[src/rtl/term_pkg.sv]
// Shared terminal definitions: character codes, screen geometry, writer FSM states.
// Latency: n/a (definitions only).
// Backpressure: n/a. Also imported by the display scanner for geometry and first_line semantics.
package term_pkg;

    localparam logic [7:0] CHAR_BS    = 8'h08;
    localparam logic [7:0] CHAR_HT    = 8'h09;
    localparam logic [7:0] CHAR_LF    = 8'h0A;
    localparam logic [7:0] CHAR_CR    = 8'h0D;
    localparam logic [7:0] CHAR_SPACE = 8'h20;

    localparam int TERM_COLS = 64;
    localparam int TERM_ROWS = 16;

    typedef enum logic [1:0] {
        CLEAR_ALL  = 2'd0,
        IDLE       = 2'd1,
        CLEAR_LINE = 2'd2
    } wr_state_t;

    // Logical screen row -> physical buffer row. first_line is the physical
    // row shown at the top of the screen, so the 4-bit sum wraps naturally.
    function automatic logic [3:0] phys_row(input logic [3:0] y, input logic [3:0] fl);
        return y + fl;
    endfunction

endpackage

[src/rtl/term_writer.sv]
// Terminal writer: ASCII stream (printable, CR, LF, BS[, HT]) -> 1k x 8 character buffer writes, hardware scroll.
// Latency: accepted byte -> registered buffer write and cursor update one cycle later; scroll clears 64 cells over 64 cycles.
// Backpressure: in_ready high only in IDLE; low during the 1024-cycle power-on clear and the 64-cycle line clear.
//
// Ports: clk, reset_n (async, active low); in_data/in_valid/in_ready byte stream;
//        buf_addr {phys_row, col}, buf_din, buf_we to the buffer write port;
//        first_line (to display scanner), cursor_x, cursor_y.
// Build option: define TERM_WRITER_TAB_EN to make 0x09 advance to the next multiple-of-8 column.
module term_writer
    import term_pkg::*;
#(
    parameter int         COLS      = TERM_COLS,
    parameter int         ROWS      = TERM_ROWS,
    parameter logic [7:0] FILL_CHAR = CHAR_SPACE
) (
    input  logic       clk,
    input  logic       reset_n,
    input  logic [7:0] in_data,
    input  logic       in_valid,
    output logic       in_ready,
    output logic [9:0] buf_addr,
    output logic [7:0] buf_din,
    output logic       buf_we,
    output logic [3:0] first_line,
    output logic [5:0] cursor_x,
    output logic [3:0] cursor_y
);

    localparam logic [5:0] X_MAX = 6'(COLS - 1);
    localparam logic [3:0] Y_MAX = 4'(ROWS - 1);

    wr_state_t  state, state_nxt;
    logic [9:0] clr_cnt, cnt_nxt;
    logic [9:0] addr_nxt;
    logic [7:0] din_nxt;
    logic       we_nxt;
    logic [5:0] cx_nxt;
    logic [3:0] cy_nxt;
    logic [3:0] fl_nxt;

`ifdef TERM_WRITER_TAB_EN
    // One extra bit catches the step past the last tab stop (56..63 -> 64).
    logic [6:0] tab_sum;
    assign tab_sum = {1'b0, cursor_x | 6'd7} + 7'd1;
`endif

    assign in_ready = (state == IDLE);

    always_comb begin
        state_nxt = state;
        cnt_nxt   = clr_cnt;
        we_nxt    = 1'b0;
        addr_nxt  = buf_addr;
        din_nxt   = buf_din;
        cx_nxt    = cursor_x;
        cy_nxt    = cursor_y;
        fl_nxt    = first_line;

        case (state)
            CLEAR_ALL: begin
                // The counter wraps to 0 after issuing addr 1023; a pending
                // write with a zero counter therefore means the sweep is done.
                if (buf_we && clr_cnt == 10'd0) begin
                    state_nxt = IDLE;
                end else begin
                    we_nxt   = 1'b1;
                    addr_nxt = clr_cnt;
                    din_nxt  = FILL_CHAR;
                    cnt_nxt  = clr_cnt + 10'd1;
                end
            end

            CLEAR_LINE: begin
                // Column 0 was issued on entry with the counter preloaded to 1,
                // so low bits back at 0 means column 63 has been presented.
                // The row is held in buf_addr's upper bits throughout.
                if (clr_cnt[5:0] == 6'd0) begin
                    state_nxt = IDLE;
                end else begin
                    we_nxt   = 1'b1;
                    addr_nxt = {buf_addr[9:6], clr_cnt[5:0]};
                    din_nxt  = FILL_CHAR;
                    cnt_nxt  = clr_cnt + 10'd1;
                end
            end

            IDLE: begin
                if (in_valid) begin
                    if (in_data >= 8'h20 && in_data <= 8'h7E) begin
                        we_nxt   = 1'b1;
                        addr_nxt = {phys_row(cursor_y, first_line), cursor_x};
                        din_nxt  = in_data;
                        if (cursor_x < X_MAX)
                            cx_nxt = cursor_x + 6'd1;
                    end else if (in_data == CHAR_CR) begin
                        cx_nxt = 6'd0;
                    end else if (in_data == CHAR_LF) begin
                        if (cursor_y < Y_MAX) begin
                            cy_nxt = cursor_y + 4'd1;
                        end else begin
                            // Old top row becomes the new bottom row; clear it.
                            fl_nxt    = first_line + 4'd1;
                            state_nxt = CLEAR_LINE;
                            we_nxt    = 1'b1;
                            addr_nxt  = {first_line, 6'd0};
                            din_nxt   = FILL_CHAR;
                            cnt_nxt   = 10'd1;
                        end
                    end else if (in_data == CHAR_BS) begin
                        if (cursor_x != 6'd0)
                            cx_nxt = cursor_x - 6'd1;
`ifdef TERM_WRITER_TAB_EN
                    end else if (in_data == CHAR_HT) begin
                        cx_nxt = tab_sum[6] ? X_MAX : tab_sum[5:0];
`endif
                    end
                end
            end

            default: state_nxt = CLEAR_ALL;
        endcase
    end

    always_ff @(posedge clk or negedge reset_n) begin
        if (!reset_n) begin
            state      <= CLEAR_ALL;
            clr_cnt    <= 10'd0;
            buf_we     <= 1'b0;
            buf_addr   <= 10'd0;
            buf_din    <= 8'd0;
            first_line <= 4'd0;
            cursor_x   <= 6'd0;
            cursor_y   <= 4'd0;
        end else begin
            state      <= state_nxt;
            clr_cnt    <= cnt_nxt;
            buf_we     <= we_nxt;
            buf_addr   <= addr_nxt;
            buf_din    <= din_nxt;
            first_line <= fl_nxt;
            cursor_x   <= cx_nxt;
            cursor_y   <= cy_nxt;
        end
    end

endmodule

[config.mk]
export PLATFORM = sky130hd
export DESIGN_NAME = term_writer
export DESIGN_NICKNAME = d
export VERILOG_FILES = /design/src/rtl/term_pkg.sv /design/src/rtl/term_writer.sv
export SDC_FILE = /design/constraint.sdc
export NUM_CORES = 1
export LEC_CHECK = 0
export CORE_MARGIN = 3
export CORE_UTILIZATION = 53
export DETAILED_ROUTE_END_ITERATION = 8
export GPL_ROUTABILITY_DRIVEN = 0
export GPL_TIMING_DRIVEN = 0
export PLACE_DENSITY = 0.82
export SETUP_SLACK_MARGIN = 0.2
export SLEW_MARGIN = 5
export SYNTH_ARGS = -nofsm -noshare
export SYNTH_HDL_FRONTEND = slang
export SYNTH_SLANG_ARGS = --single-unit
[constraint.sdc]
create_clock -name clk -period 2.4 [get_ports clk]
set_input_delay 0.36 -clock clk [delete_from_list [all_inputs] [get_ports clk]]
set_output_delay 0.36 -clock clk [all_outputs]
set_load 0.1 [all_outputs]
==> out/qor.csv, run 1 <==
metric,value,unit
source of the critical timing path,buf_addr[3],
Final nets,360,
slew at the pin closest to its max-slew limit,0.9742,ns
CTS HTree Levels,2,
post-synthesis register bit count,45,
total number of cells along the worst setup path,1,
violations in the final reports,negative hold slack,
Synth Instances,278,
Final Util,70.71,%
class of the most critical hold timing path,in -> async,
required time of the worst setup path,2.04,ns
Top delay family on crit path,buffers and inverters,
"leading cell types in the layout, fill and taps excluded","sky130_fd_sc_hd__dfrtp_1, sky130_fd_sc_hd__nand2_1, sky130_fd_sc_hd__dlygate4sd2_1",
via count of the first global-routing pass,2341,
slowest library cell on the worst path,sky130_fd_sc_hd__clkdlybuf4s50_1,
global-route wire length before repair,11650,um
max-cap violation count,0,
final slew viol count,0,
relative area change from synthesis to final layout,25.80,%
PnR Total Power,0.001303,W
fraction of layout cells with a size suffix above 1,15.82,%
kind of start point of the critical path,flip-flop,
# rows,25,
static leakage power,1.565,nW
Die Width,77.71,um
Post-CTS Hold Fix Bufs,0,
clock slew seen by the registers of the worst setup and hold paths,0.09,ns
worst reg-to-reg setup slack,0.29,ns
post-placement worst setup slack,-0.3773,ns
Critical path destination,buf_addr[3],
count of fill cells added during filler insertion,387,
average size of a mapped cell,9.803,um2
Post-DP HPWL,5141,um
starting utilization of the core area,56.21,%
DRC viols,0,
slack of the critical path,0.2172,ns
number of nets produced by synthesis,304,
setup repair after global routing missed its margin,no,
average vias per placed instance,6.139,
count of unique library cells instantiated by Yosys,50,
largest net degree at the start of global routing,27,
Final setup viols,0,
Fmax,458.1,MHz
share of flip-flops with an asynchronous set or reset after synthesis,100.0,%
violation count after the first detailed-route iteration,216,
Placeable Area,4848,um2
clock tree from TritonCTS,yes,
routed wire length,6991,um
clock buffer depth,2,
final hold violations,17,
total vias in the final route,2468,
IO Count,45,
most instantiated flip-flop cell in the synthesis netlist,sky130_fd_sc_hd__dfrtp_1,
result of the run,"finished, violations left",
number of optimization iterations in the first detailed-route pass,7,
chain of cells forming the critical path,clkdlybuf4s50_1,
Tot GR Track Use,24.31,%
number of enable-type register cells in the synthesized netlist,0,
Setup crit end kind,output port,
worst slew margin relative to its limit,34.85,%
sequential cell area fraction in the yosys report,41.32,%
beginning of the worst register-to-register path,clr_cnt[0],
number of antenna repair diodes,0,
sum of buffers and inverters on the critical path,1,
share of the synthesized area in the top cell type,41.32,%
endpoint of the most critical register-to-register path,buf_din[2],
Vert. Die Dim,77.71,um
Fin Clk Skew,0.009745,ns
Worst path max stage delay,1.14,ns
Sinks on Clock Net,45,
post-layout min period,2.183,ns
synth top area cells,"sky130_fd_sc_hd__dfrtp_1, sky130_fd_sc_hd__ha_1, sky130_fd_sc_hd__a22o_1",
Max VDD drop,0.2468,mV
synth warn,0,
Hold Slack,-0.006799,ns
"antenna viol nets, final",0,
quantity of I/O buffers inserted on ports,44,
die area,6038,um2
Wirelength per Cell,17.39,um
clk root buf,sky130_fd_sc_hd__clkbuf_8,
antenna violations before repair,0,
Crit Path Category,reg -> out,
overall overflow remaining after global route,0,
clk_lat worst skew,0.31,ns
power per cell area,380.2,nW/um2
Tcrit/Tclk final,90.95,%
critical path peak fanout,2,
library cell with the largest summed area after synthesis,sky130_fd_sc_hd__dfrtp_1,
cell area after technology mapping,2725,um2
most common library cell in the layout ignoring fill and taps,sky130_fd_sc_hd__dfrtp_1,
cells on worst reg2reg path,8,
arrival time at the worst endpoint,1.82,ns
number of buffers created by CTS,5,
-- cell type report --
class	count	area [um2]	share of cell area, %
Multi-Input combinational cell	209	1533	44.71
Sequential cell	45	1150	33.54
Timing Repair Buffer	49	470.5	13.72
Tap cell	67	83.83	2.445
Clock buffer	6	72.57	2.117
Inverter	15	56.30	1.642
Buffer	9	52.55	1.533
Clock inverter	2	10.01	0.2920
-- sequential cells by signal, summed over array words and instances (netlist names) --
name	cells
buf_we	1
buf_addr	10
first_line	4
clr_cnt	10
state	2
buf_din	8
cursor_x	6
cursor_y	4
-- layer usage --
layer	wire length [um]	part of all wire (%)	global-route usage [%]	up-vias
li1	-	-	-	1140
met1	3126	45	33.33	1187
met2	3270	47	38.87	112
met3	432	6.2	3.596	29
met4	162	2.3	9.075	0
met5	0	0	0	-
-- stage by stage --
step	instance area, um2	instances	TNS, ns
after floorplan	2764	278	0
after global placement	3288	389	-19.19
after detailed placement	3303	390	-7.706
after CTS	3402	402	0
after global routing	3428	402	0
final	3428	402	0
-- power by group --
part	leakage, nW	internal, W	switching, W
combinational	0.971	0.0000251	0.0000472
clock	0.0450	0.000202	0.000272
sequential	0.549	0.000757	0
-- Yosys cell counts (4+ instances only) --
library cell                number
sky130_fd_sc_hd__nand3_1        10
sky130_fd_sc_hd__nand2_1        22
sky130_fd_sc_hd__a32o_1          9
sky130_fd_sc_hd__ha_1           14
sky130_fd_sc_hd__nand4_1         4
sky130_fd_sc_hd__mux2_2          9
sky130_fd_sc_hd__o211ai_1        4
sky130_fd_sc_hd__dfrtp_1        45
sky130_fd_sc_hd__mux2i_1         6
sky130_fd_sc_hd__inv_1          15
sky130_fd_sc_hd__a21oi_1        15
sky130_fd_sc_hd__a22o_1         12
sky130_fd_sc_hd__nor2_1         19
sky130_fd_sc_hd__clkbuf_1        6
sky130_fd_sc_hd__nor3_1         12
sky130_fd_sc_hd__and3_1          4
sky130_fd_sc_hd__o2bb2ai_1       4
sky130_fd_sc_hd__o21ai_0         8
sky130_fd_sc_hd__xnor2_1         6
-- cells by family after synthesis --
family | Yosys count | share of synthesized area, %
AND/OR/NAND/NOR | 97 | 18.87
AO/OA/AOI/OAI | 72 | 19.47
flip-flops | 45 | 41.32
buffers and inverters | 24 | 3.581
multiplexers | 17 | 7.025
adder cells (fa/ha/maj) | 15 | 7.163
XOR/XNOR | 8 | 2.571
-- what timing repair did --
item,CTS,global route
gates resized for setup,24,18
pin swaps,3,0
gates cloned,0,0
setup endpoints to repair,42,39
buffers inserted,4,0
hold endpoints to repair,0,0
-- worst min-delay path by stage --
| stage | startpoint | to | slack [ns] | depth (start not counted) |
|---|---|---|---|---|
| 2_1_floorplan | reset_n | buf_addr[0] | 0.06 | 0 |
| 3_3_place_gp | buf_din[7] | buf_din[7] | 0.47 | 1 |
| 3_5_place_dp | reset_n | cursor_x[5] | 0.34 | 1 |
| 4_1_cts | reset_n | cursor_y[1] | 0.006 | 1 |
| 5_1_grt | reset_n | cursor_y[1] | 0.03 | 1 |
| 6_report | reset_n | buf_addr[4] | -0.007 | 1 |
Power figures use the tool's default switching activity.
==> run 2: changes to the inputs <==
--- a/config.mk
+++ b/config.mk
@@ -5,12 +5,14 @@
 export SDC_FILE = /design/constraint.sdc
 export NUM_CORES = 1
 export LEC_CHECK = 0
+export CAP_MARGIN = 5
 export CORE_MARGIN = 3
 export CORE_UTILIZATION = 53
 export DETAILED_ROUTE_END_ITERATION = 8
 export GPL_ROUTABILITY_DRIVEN = 0
 export GPL_TIMING_DRIVEN = 0
 export PLACE_DENSITY = 0.82
+export REMOVE_ABC_BUFFERS = 1
 export SETUP_SLACK_MARGIN = 0.2
 export SLEW_MARGIN = 5
 export SYNTH_ARGS = -nofsm -noshare
==> run 2 against run 1 <==
Compared with the run above:
- the flow now finishes without violations
- cell area is 0.22% higher
- worst setup slack better by 0.0090 ns
- via count is 3.5% lower
- combinational power hardly changed
- sequential share of layout area is 0.77 points lower
- maximum frequency is 0.41% higher
- clock-buffer cell count is 1 lower
- register-to-register slack worse by 0.04 ns
- power is 16% higher
- non-clock buffer count is 11 lower
- first-iteration DRC count is 21% lower
==> out/qor.csv, run 2 (synthesis results as in run 1) <==
metric,value,unit,change
Post-DP HPWL,4746,um,-7.7%
relative area change from synthesis to final layout,26.08,%,
chain of cells forming the critical path,clkdlybuf4s50_1,,
die area,6038,um2,unchanged
average vias per placed instance,6.074,,-1.1%
largest net degree at the start of global routing,38,,+41%
overall overflow remaining after global route,0,,unchanged
static leakage power,1.580,nW,+0.98%
source of the critical timing path,buf_addr[2],,
clock buffer depth,2,,unchanged
"leading cell types in the layout, fill and taps excluded","sky130_fd_sc_hd__dfrtp_1, sky130_fd_sc_hd__nand2_1, sky130_fd_sc_hd__dlygate4sd2_1",,
violation count after the first detailed-route iteration,171,,-21%
Largest regs,"buf_addr: 10 flops, clr_cnt: 10 flops, buf_din: 8 flops",,
via count of the first global-routing pass,2314,,-1.2%
Setup crit end kind,output port,,
kind of start point of the critical path,flip-flop,,
max-cap violation count,0,,unchanged
FF+latch area,1126,um2,-2.1%
PnR Total Power,0.001507,W,+16%
starting utilization of the core area,56.21,%,unchanged
post-layout min period,2.174,ns,-0.009014 ns
slew at the pin closest to its max-slew limit,1.005,ns,+0.03112 ns
result of the run,completed,,
required time of the worst setup path,2.04,ns,about the same
Final nets,350,,-2.8%
power per cell area,438.5,nW/um2,+15%
area of the multi-input gates,1573,um2,+2.6%
IO Count,45,,unchanged
Fmax,460.0,MHz,+0.41%
number of antenna repair diodes,0,,unchanged
Vert. Die Dim,77.71,um,unchanged
worst slew margin relative to its limit,32.77,%,-2.1 points
number of optimization iterations in the first detailed-route pass,4,,-3
setup TNS,0,ns,unchanged
Wirelength per Cell,16.90,um,-2.8%
source of the worst hold timing path,in_data[2],,
Placeable Area,4848,um2,unchanged
fraction of layout cells with a size suffix above 1,12.31,%,-3.5 points
DRC viols,0,,unchanged
Tot GR Track Use,23.14,%,-1.2 points
routed wire length,6624,um,-5.2%
final hold violations,0,,-17
clk root buf,sky130_fd_sc_hd__clkbuf_8,,
global-route wire length before repair,11280,um,-3.1%
CTS HTree Levels,2,,unchanged
clock slew seen by the registers of the worst setup and hold paths,0.09,ns,about the same
worst reg-to-reg setup slack,0.25,ns,-0.04 ns
Tcrit/Tclk final,90.58,%,-0.38 points
setup repair after global routing missed its margin,yes,,
quantity of I/O buffers inserted on ports,44,,unchanged
count of fill cells added during filler insertion,378,,-2.3%
Die Width,77.71,um,unchanged
critical path peak fanout,2,,unchanged
Sinks on Clock Net,45,,unchanged
antenna violations before repair,0,,unchanged
# rows,25,,unchanged
Max VDD drop,0.2386,mV,-3.3%
total vias in the final route,2381,,-3.5%
Fin Clk Skew,0.01087,ns,+0.001122 ns
Hold Slack,0.4207,ns,+0.4275 ns
beginning of the worst register-to-register path,cursor_x[0],,
sum of buffers and inverters on the critical path,1,,unchanged
Worst path max stage delay,1.16,ns,+0.02 ns
Crit Path Category,reg -> out,,
clk_lat worst skew,0.30,ns,about the same
arrival time at the worst endpoint,1.81,ns,about the same
number of buffers created by CTS,5,,unchanged
clock tree from TritonCTS,yes,,
slowest library cell on the worst path,sky130_fd_sc_hd__clkdlybuf4s50_1,,
class of the most critical hold timing path,in -> reg,,
Top delay family on crit path,buffers and inverters,,
"antenna viol nets, final",0,,unchanged
Final setup viols,0,,unchanged
most common library cell in the layout ignoring fill and taps,sky130_fd_sc_hd__dfrtp_1,,
final slew viol count,0,,unchanged
-- run 2: changes by cell type in the layout (fill, tap and decap cells not counted), moves of 3 or more --
| cell | previous run | this run |
|---|---|---|
| sky130_fd_sc_hd__clkbuf_1 | 3 | 0 |
| sky130_fd_sc_hd__buf_4 | 4 | 1 |
| sky130_fd_sc_hd__clkbuf_2 | 4 | 0 |
| sky130_fd_sc_hd__dfrtp_1 | 34 | 45 |
| sky130_fd_sc_hd__dfrtp_4 | 4 | 0 |
| sky130_fd_sc_hd__dfrtp_2 | 7 | 0 |
-- run 2: report_power, final --
part	switching, W	leakage, nW	internal [W]
clock	0.000264	0.0681	0.000413
sequential	0	0.563	0.000757
combinational	0.0000475	0.949	0.0000247
total	0.000311	1.58	0.00120
-- run 2: through the flow --
step	cell area, um2	setup slack, ns	instances	util (%)
CTS	3412	0.2185	392	70.37
global route	3436	0.1854	392	70.86
floorplan	2684	-0.4030	269	-
finish	3436	0.2262	392	70.86
detailed placement	3223	-0.3830	381	66.48
global placement	3208	-0.3807	380	66.17
-- run 2: final timing paths --
path	cells past startpoint	to
max reg2reg	7	cursor_x[1]
min	2	buf_din[2]
min reg2reg	1	buf_din[7]
max in group asynchronous	3	clr_cnt[1]
max	1	buf_addr[2]
min in group asynchronous	2	clr_cnt[9]
-- run 2: layer usage --
metal  share of wire [%]  routed length (um)  global-route usage [%]
met1                  44                2918                   31.09
met2                  49                3228                   38.10
met3                 6.0                 398                   4.408
met4                 1.2                  79                   6.406
met5                   0                   0                       0
-- run 2: layout make-up --
cell class,instances,area share [%]
Clock buffer,5,2.003
Clock inverter,3,1.894
Inverter,15,1.639
Multi-Input combinational cell,210,45.78
Sequential cell,45,32.77
Tap cell,67,2.440
Timing Repair Buffer,47,13.47
-- run 2: timing repair --
item                       in CTS  in global routing
hold endpoints to repair        8                  0
resized for setup              34                 12
setup endpoints to repair      55                 29
hold buffers                    1                  0
cloned                          1                  0
pin swaps                       4                  0
buffers inserted                1                  0
==> run 3: changes to the inputs <==
--- a/config.mk
+++ b/config.mk
@@ -6,14 +6,13 @@
 export NUM_CORES = 1
 export LEC_CHECK = 0
 export CAP_MARGIN = 5
-export CORE_MARGIN = 3
+export CORE_MARGIN = 10
 export CORE_UTILIZATION = 53
 export DETAILED_ROUTE_END_ITERATION = 8
 export GPL_ROUTABILITY_DRIVEN = 0
 export GPL_TIMING_DRIVEN = 0
 export PLACE_DENSITY = 0.82
 export REMOVE_ABC_BUFFERS = 1
-export SETUP_SLACK_MARGIN = 0.2
 export SLEW_MARGIN = 5
 export SYNTH_ARGS = -nofsm -noshare
 export SYNTH_HDL_FRONTEND = slang
==> run 3 against run 2 <==
Compared with the run above:
- clock power fell by 16%
- combinational power rose by 3.9%
- cell area fell by 1.2%
- clock skew fell by 0.0051 ns
- power fell by 7.0%
- die area rose by 39%
- utilization fell by 3.6 points
- critical endpoint is now cursor_x[0]
- worst setup slack got worse by 0.17 ns
- global-route usage fell by 6.3 points
- worst hold slack got worse by 0.39 ns
- sequential power barely moved
- critical path depth did not move
==> out/qor.csv, run 3 (synthesis results as in run 1) <==
metric,value,unit,change
number of optimization iterations in the first detailed-route pass,4,,unchanged
Largest regs,"buf_addr: 10 flops, clr_cnt: 10 flops, buf_din: 8 flops",,
clk root buf,sky130_fd_sc_hd__clkbuf_8,,
most common library cell in the layout ignoring fill and taps,sky130_fd_sc_hd__dfrtp_1,,
kind of start point of the critical path,flip-flop,,
Placeable Area,5042,um2,+4.0%
Vert. Die Dim,91.71,um,+18%
Top delay family on crit path,buffers and inverters,,
IO Count,45,,unchanged
largest net degree at the start of global routing,25,,-34%
Tot GR Track Use,16.82,%,-6.3 points
"leading cell types in the layout, fill and taps excluded","sky130_fd_sc_hd__dfrtp_1, sky130_fd_sc_hd__clkdlybuf4s50_1, sky130_fd_sc_hd__nand2_1",,
# rows,26,,+4.0%
slowest library cell on the worst path,sky130_fd_sc_hd__clkdlybuf4s50_1,,
CTS HTree Levels,2,,unchanged
DRC viols,0,,unchanged
number of antenna repair diodes,0,,unchanged
final slew viol count,0,,unchanged
static leakage power,1.481,nW,-6.3%
Final nets,347,,-0.86%
Wirelength per Cell,17.86,um,+5.7%
clk_lat worst skew,0.30,ns,about the same
Hold Slack,0.03141,ns,-0.3893 ns
starting utilization of the core area,54.04,%,-2.2 points
via count of the first global-routing pass,2341,,+1.2%
routed wire length,6984,um,+5.4%
source of the critical timing path,cursor_x[0],,
setup repair bufs after CTS,0,,-1
Fin Clk Skew,0.005785,ns,-0.005082 ns
die area,8410,um2,+39%
clock slew seen by the registers of the worst setup and hold paths,0.08,ns,about the same
clock tree from TritonCTS,yes,,
number of buffers created by CTS,5,,unchanged
relative area change from synthesis to final layout,24.52,%,
"antenna viol nets, final",0,,unchanged
critical path peak fanout,7,,+5
post-placement worst setup slack,-0.4196,ns,-0.03666 ns
Final setup viols,0,,unchanged
total vias in the final route,2349,,-1.3%
final hold violations,0,,unchanged
max-cap violation count,0,,unchanged
sum of buffers and inverters on the critical path,1,,unchanged
setup repair after global routing missed its margin,no,,
Die Width,91.71,um,+18%
Post-DP HPWL,5220,um,+10%
final design instance area without fill,3393,um2,-1.2%
post-layout min period,2.344,ns,+0.1702 ns
average vias per placed instance,6.008,,-1.1%
required time of the worst setup path,2.04,ns,about the same
global-route wire length before repair,11830,um,+4.9%
count of fill cells added during filler insertion,400,,+5.8%
violation count after the first detailed-route iteration,219,,+28%
slew at the pin closest to its max-slew limit,1.003,ns,-0.002109 ns
Fmax,426.6,MHz,-7.3%
antenna violations before repair,0,,unchanged
quantity of I/O buffers inserted on ports,44,,unchanged
Final Util,67.30,%,-3.6 points
slack of the critical path,0.05598,ns,-0.1702 ns
class of the most critical hold timing path,in -> async,,
power per cell area,413.0,nW/um2,-5.8%
beginning of the worst register-to-register path,state[1],,
Sinks on Clock Net,45,,unchanged
Post-DP Area,3234,um2,+0.35%
worst slew margin relative to its limit,32.91,%,+0.14 points
arrival time at the worst endpoint,1.98,ns,+0.17 ns
Max VDD drop,0.2667,mV,+12%
Setup crit end kind,output port,,
Tcrit/Tclk final,97.67,%,+7.1 points
overall overflow remaining after global route,0,,unchanged
result of the run,completed,,
fraction of layout cells with a size suffix above 1,10.28,%,-2.0 points
Worst path max stage delay,1.19,ns,+0.03 ns
clock buffer depth,2,,unchanged
chain of cells forming the critical path,clkdlybuf4s50_1,,
Crit Path Category,reg -> out,,
## run 3: per-layer routing
layer | global-route usage [%] | part of all wire, % | vias up
li1 | - | - | 1112
met1 | 21.55 | 43 | 1142
met2 | 27.49 | 49 | 78
met3 | 4.401 | 6.2 | 17
met4 | 4.499 | 2.1 | 0
met5 | 0 | 0 | -
## run 3: area by class of cell
| class | instances | area, um2 | area share, % |
|---|---|---|---|
| clock inverter | 2 | 35.03 | 1.032 |
| timing repair buffer | 45 | 476.7 | 14.05 |
| tap | 70 | 87.58 | 2.581 |
| sequential | 45 | 1126 | 33.19 |
| clock buffer | 5 | 68.82 | 2.028 |
| inverter | 15 | 56.30 | 1.659 |
| multi-input combinational | 209 | 1543 | 45.46 |
## run 3: final timing paths
kind | end | slack [ns] | cells past startpoint
setup reg to reg | cursor_x[1] | 0.20 | 6
setup / recovery | cursor_x[0] | 0.06 | 1
min in group clk | buf_din[6] | 0.44 | 2
hold reg to reg | buf_din[7] | 0.50 | 1
max in group asynchronous | buf_addr[1] | 1.87 | 2
hold / removal | cursor_x[0] | 0.03 | 1
## run 3: where the power goes
part	internal, W	switching, W
clock network	0.000303	0.000266
registers	0.000757	0
logic	0.0000280	0.0000472
## run 3: through the flow
step	TNS [ns]	total power (W)	cells
2_1_floorplan	-7.652	0.0007966	269
3_3_place_gp	-17.63	0.0008405	383
3_5_place_dp	-8.219	0.0008473	384
4_1_cts	0	0.001405	391
5_1_grt	0	0.001449	391
6_report	0	0.001401	391
## run 3: timing repair
action                     4_1_cts  5_1_grt
gates resized for setup          6       10
setup endpoints to repair       10       19
hold buffers                     0        0
